$ cat src/rtl/preprocess_control.sv
// preprocess_control
//   Passive AXI4-Stream header-word tracker. It watches the ingress stream and
//   raises single-cycle strobes marking which beat carries which header field,
//   so that the downstream lookup stages can latch tdata on them. It also
//   classifies each packet as plain IPv4 (no options) and flags runt packets.
//   It never stalls or modifies the stream.
//
// Ports
//   clk, reset          clock; synchronous active-high reset
//   tdata/tvalid/tready/tlast   monitored stream (tready as driven downstream)
//   word_MAC_HDR        beat 0 accepted (MAC DA/SA, ethertype)         [comb]
//   word_IP_DST_HI      beat 0 accepted (IP dst bytes 0-1 in [255:240]) [comb]
//   word_IP_DST_LO      beat 1 accepted (IP dst bytes 2-3 in [15:0])    [comb]
//   word_PAYLOAD        any beat with index >= 2 accepted               [comb]
//   runt_pkt            tlast accepted on beat 0                        [comb]
//   pkt_done            tlast accepted on any beat                      [comb]
//   is_ipv4             last beat 0 was IPv4 with IHL 5                 [reg]
//   is_ipv4_vld         one-cycle pulse when is_ipv4 updates            [reg]
//   word_cnt            beats accepted so far in this packet, saturating [reg]

module preprocess_control #(
  parameter int unsigned C_S_AXIS_DATA_WIDTH = 256,
  parameter int unsigned WORD_CNT_BITS       = 16
) (
  input  logic                           clk,
  input  logic                           reset,
  input  logic [C_S_AXIS_DATA_WIDTH-1:0] tdata,
  input  logic                           tvalid,
  input  logic                           tready,
  input  logic                           tlast,
  output logic                           word_MAC_HDR,
  output logic                           word_IP_DST_HI,
  output logic                           word_IP_DST_LO,
  output logic                           word_PAYLOAD,
  output logic                           is_ipv4,
  output logic                           is_ipv4_vld,
  output logic                           runt_pkt,
  output logic                           pkt_done,
  output logic [WORD_CNT_BITS-1:0]       word_cnt
);

  typedef enum logic [1:0] {
    WORD0   = 2'd0,
    WORD1   = 2'd1,
    PAYLOAD = 2'd2
  } state_t;

  localparam logic [WORD_CNT_BITS-1:0] CNT_MAX = '1;

  state_t state;
  logic   beat;
  logic   hdr_is_ipv4;
  logic   unused_tdata;

  assign beat = tvalid & tready;

  // Ethertype 0x0800 in bytes 12-13, version 4 / IHL 5 in byte 14
  assign hdr_is_ipv4 = (tdata[103:96]  == 8'h08) &&
                       (tdata[111:104] == 8'h00) &&
                       (tdata[119:116] == 4'd4)  &&
                       (tdata[115:112] == 4'd5);

  // Only the header bytes above are inspected; the rest of the beat is ignored
  assign unused_tdata = ^{tdata[C_S_AXIS_DATA_WIDTH-1:120], tdata[95:0]};

  // Strobes are combinational so they line up with the tdata they mark
  assign word_MAC_HDR   = beat & (state == WORD0);
  assign word_IP_DST_HI = beat & (state == WORD0);
  assign word_IP_DST_LO = beat & (state == WORD1);
  assign word_PAYLOAD   = beat & (state == PAYLOAD);
  assign runt_pkt       = beat & tlast & (state == WORD0);
  assign pkt_done       = beat & tlast;

  // Beat-position FSM, IPv4 classifier and per-packet beat counter
  always_ff @(posedge clk) begin
    if (reset) begin
      state       <= WORD0;
      word_cnt    <= '0;
      is_ipv4     <= 1'b0;
      is_ipv4_vld <= 1'b0;
    end else begin
      is_ipv4_vld <= 1'b0;
      if (beat) begin
        case (state)
          WORD0: begin
            is_ipv4     <= hdr_is_ipv4;
            is_ipv4_vld <= 1'b1;
            state       <= tlast ? WORD0 : WORD1;
          end
          WORD1:   state <= tlast ? WORD0 : PAYLOAD;
          PAYLOAD: state <= tlast ? WORD0 : PAYLOAD;
          default: state <= WORD0;
        endcase
        if (tlast) begin
          word_cnt <= '0;
        end else if (word_cnt != CNT_MAX) begin
          word_cnt <= word_cnt + WORD_CNT_BITS'(1);
        end
      end
    end
  end

endmodule

$ cat config.mk
export PLATFORM = sky130hd
export DESIGN_NAME = preprocess_control
export DESIGN_NICKNAME = d
export VERILOG_FILES = /design/src/rtl/preprocess_control.sv
export SDC_FILE = /design/constraint.sdc
export NUM_CORES = 1
export LEC_CHECK = 0
export BUFFER_PORTS_ARGS = -buffer_cell sky130_fd_sc_hd__buf_4
export CELL_PAD_IN_SITES_DETAIL_PLACEMENT = 0
export CELL_PAD_IN_SITES_GLOBAL_PLACEMENT = 2
export CORE_UTILIZATION = 10
export DETAILED_ROUTE_END_ITERATION = 6
export PLACE_DENSITY_LB_ADDON = 0.1
export SYNTH_ARGS = -nofsm -noshare
export SYNTH_HDL_FRONTEND = slang
export SYNTH_SLANG_ARGS = --single-unit
$ cat constraint.sdc
create_clock -name clk -period 1.4 [get_ports clk]
set_input_delay 0.14 -clock clk [delete_from_list [all_inputs] [get_ports clk]]
set_output_delay 0.14 -clock clk [all_outputs]
set_load 0.02 [all_outputs]
-- Yosys cells after proc, flatten, opt, wreduce, memory -nomap -nowiden
Index checks and enable logic that the tools add are counted.
- equality and inequality tests: 6
- muxes and demuxes: 6
- $add $sub $neg: 1
- bitwise logic cells: 7
- reduce and logical (&&, ||, !) cells: 10
- operator list (kind ; number):
    $mux W16 ; 2
    $add A16 B1 Y16 const B ; 1
    $ne A16 B16 Y1 const B ; 1
    $eq A4 B3 Y1 const B ; 2
    $eq A8 B4 Y1 const B ; 1
    $logic_not A8 Y1 ; 1
    $and A1 B1 Y1 ; 6
    $pmux W2 S2 ; 1
    $reduce_and A2 Y1 ; 2
    $reduce_or A2 Y1 ; 2
    $logic_and A1 B1 Y1 ; 3
    $eq A2 B1 Y1 const B ; 1
    $eq A2 B2 Y1 const B ; 1
    $logic_not A2 Y1 ; 1
    $mux W1 ; 2
    $mux W2 ; 1
    $reduce_bool A2 Y1 ; 1
    $not A1 Y1 ; 1
- logic and storage cells: 34
- register bits after elaboration: 20
- output and inout port bits: 24

-- Logic depth before layout (Yosys ltp)
- depth after elaboration: 4
- depth in mapped cells: 6

-- Worst setup path before layout
No wires, ideal clock.
- path kind: flip-flop to flip-flop
- start point: register word_cnt[0]
- end point: register word_cnt[6]
- period minus slack after synthesis: 1.688 ns
- slack: -0.288 ns
- buffers on the path: 1
- stages on the path, launching flop included: 7
- required time: 1.330 ns
- arrival time: 1.619 ns
- cells stage by stage: dfxtp_1 ha_1 and3_1 buf_2 nand3_1 or4_1 a21oi_1
- longest elaborated chain between the ends: 3
- elaborated cells between the ends (all ways): 6
- RTL lines (what ; RTL line ; RTL):
    start: declaration ; 39 ; output logic [WORD_CNT_BITS-1:0] word_cnt
    start signal: assignment ; 97 ; word_cnt <= word_cnt + WORD_CNT_BITS'(1);
    $add A16 B1 Y16 / $ne A16 B16 Y1 (equally long branches) ; 97, 96 ;
    $mux W16 / $reduce_bool A2 Y1 (equally long branches) ; n/a ;
    $mux W16 / $reduce_and A2 Y1 (equally long branches) ; n/a ;
Parallel ways exist; a longest one is shown, timed or not. The select of a mux whose other input is x is not followed.
A chain may end at the register's enable or synchronous reset.

-- Final worst setup path
- start point: register word_cnt[1]
- end point: register word_cnt[10]
The elaborated chain is that of the path after synthesis.

==> impl_metrics.tcl <==
set metrics [dict create \
    synth-edff-count 0 \
    synth_cell_types 51 \
    period_needed_ps 1470 \
    p_leak_nw 1.08 \
    end_kind "flop" \
    multi_input_area_um2 1030 \
    hold_class "in -> reg" \
    slew_headroom_pct 75.1 \
    hold_buffers 0 \
    ys_seq_area_share_pct 29.2 \
    setup_ws_ps -66.8 \
    synthTopCellsByCount "20 x dfxtp_1, 11 x a21oi_1, 10 x nand3_1" \
    finalSetupViolations 8 \
    routed_wl_um 6120 \
    power.density_nw_per_um2 544 \
    cts_num_sinks 20 \
    synthCells 156 \
    yosysWarnings 0 \
    status "complete, but fails checks" \
    drtPass1Iterations 4 \
    cts-root-buf "clkbuf_16" \
    htreeDepth 1 \
    hpwlAfterDp_um 4690 \
    grt_max_degree 25 \
    fin_crit_sh_pct 105 \
    fp.dieArea_um2 14200 \
    rsz0062_at_grt "yes" \
    wl_met3_um 260 \
    track_usage_pct 8.62 \
    port_buffers 52 \
    wl_per_cell_um 14.2 \
    violations "setup timing" \
    maxCapViolCount 0 \
    place_congestion 0.655 \
    synth_area_um2 1370 \
    top_layer_used "met3" \
    route.met2.wl_um 2960 \
    diodes 0 \
    row_count 42 \
    antenna_found_initial 0 \
    synth_flop_cell "dfxtp_1" \
    drive_gt1_share_pct 67.8 \
    ant_nets 0 \
    drt_iter0_drc 44 \
    first_global_vias 1624 \
    design.core.area_um2 13300 \
    yosys_register_bits 20 \
    regArea_um2 430 \
    num_io_pins 285 \
    cts_tree "built" \
    fp.dieW_um 119 \
    fin_nets 522 \
    synth_top_area_share_pct 29.2 \
    cts_made_buffers 3 \
    required_ps 1580 \
    r2r_start "word_cnt[1]" \
    grt_pass1_wl_um 9360 \
    fillers 1489 \
    synthTopCellsByArea "dfxtp_1 29%, ha_1 4.6%, a21oi_1 4.0%" \
    crit_start "word_cnt[1]" \
    vias 1625 \
    syn_area_per_cell_um2 8.80 \
    utilization_pct 20.2 \
    cp-start-kind "flop" \
    synth_most_common_cell "dfxtp_1" \
    clkTransAtPathRegs_ps 70 \
    synthArstFlopShare_pct 0 \
    clock_skew_ps 2.85 \
    wl_met1_um 2910 \
    hp-start "tdata[107]" \
    crit_path_max_fanout 4 \
    drv_slew 0 \
    hold_violations 0 \
    worstPathArrival_ps 1640 \
    post-route-drc-count 0 \
    max_freq_ghz 0.682 \
    tightestPinTransition_ps 370 \
    die_h_um 119 \
    start_util_pct 10.3 \
    area_delta_synth_final_pct 96.1 \
    path_class "reg -> reg" \
    cts_buffer_depth 2 \
    overflow 0 \
    synth_top_area_cell "dfxtp_1" \
    power.total_mw 1.46 \
    syn_nets 422 \
    clkLatencyLatePin_ps 260 \
    ir_drop_v 0.000542 \
    tns_ps -238 \
    avgViaCountPerCell 3.77 \
]
registers in the layout, summed over array words and instances, names as in the netlist:
| name | cells |
|---|---|
| word_cnt | 16 |
| state | 2 |
| is_ipv4 | 1 |
| is_ipv4_vld | 1 |
through the flow:
step | setup slack [ps] | hold slack (ps) | cells | instance area, um^2
CTS | -51.3 | 232 | 429 | 2550
global route | -134 | 260 | 431 | 2690
finish | -66.8 | 233 | 431 | 2690
global placement | -189 | 452 | 420 | 2360
floorplan | -72.3 | 310 | 156 | 1450
detailed placement | -163 | 461 | 420 | 2360
timing repair:
| action | in CTS | in global routing |
|---|---|---|
| buffers inserted | 5 | 2 |
| cloned | 0 | 0 |
| resized for setup | 16 | 28 |
| hold endpoints to repair | 0 | 0 |
| pin swaps | 6 | 4 |
| endpoints found under the setup margin | 17 | 20 |
placed cells by master, fill, tap and decap left out, drive strengths merged, types with 4 or more instances in the layout:
cell    Yosys  final
a211oi      6      6
a21oi      12     12
a311oi      5      5
a31o        4      4
a31oi       4      4
and3        8      8
buf         6    108
dfxtp      20     20
ha          5      5
inv         6      6
nand2       7      7
nand3      11     11
nor2        6      6
nor3        7      7
nor4        5      5
worst paths after layout:
kind	end	slack, ps	cells past startpoint
setup / recovery	word_cnt[10]	-70	8
hold / removal	is_ipv4	230	5
setup reg to reg	word_cnt[10]	-70	8
hold reg to reg	is_ipv4	470	2
worst max-delay path: stages (launching register included):
cell	delay [ps]
dfxtp_4	360
ha_4	170
nand3_4	90
buf_4	110
buf_6	80
nor3_2	30
buf_4	140
a31o_4	230
a211oi_2	160
area by class of cell:
class	count	area share, %
multi-input combinational	117	38.4
clock buffer	3	2.79
timing repair buffer	108	33.6
tap	176	8.18
clock inverter	1	0.139
inverter	6	0.930
sequential	20	16.0
layer usage:
layer  global-route usage [%]  up-vias
met2                     14.9       44
met5                        0        -
met1                     11.2      770
li1                         -      811
met4                    0.475        0
met3                     2.25        0
power breakdown:
| part | leakage, nW | internal [mW] | total, mW | switching, mW |
|---|---|---|---|---|
| combinational | 0.870 | 0.138 | 0.254 | 0.116 |
| clock | 0.0385 | 0.382 | 0.639 | 0.257 |
| sequential | 0.171 | 0.567 | 0.571 | 0.00414 |
kinds of logic after synthesis:
kind of cell               share of synthesized area (%)
AOI/OAI and AO/OA                                   22.7
adders and majority gates                           4.56
buffers and inverters                               9.39
DFF                                                 29.2
muxes                                               2.37
and+or+nand+nor                                     31.8
(Power assumes the default switching activity.)
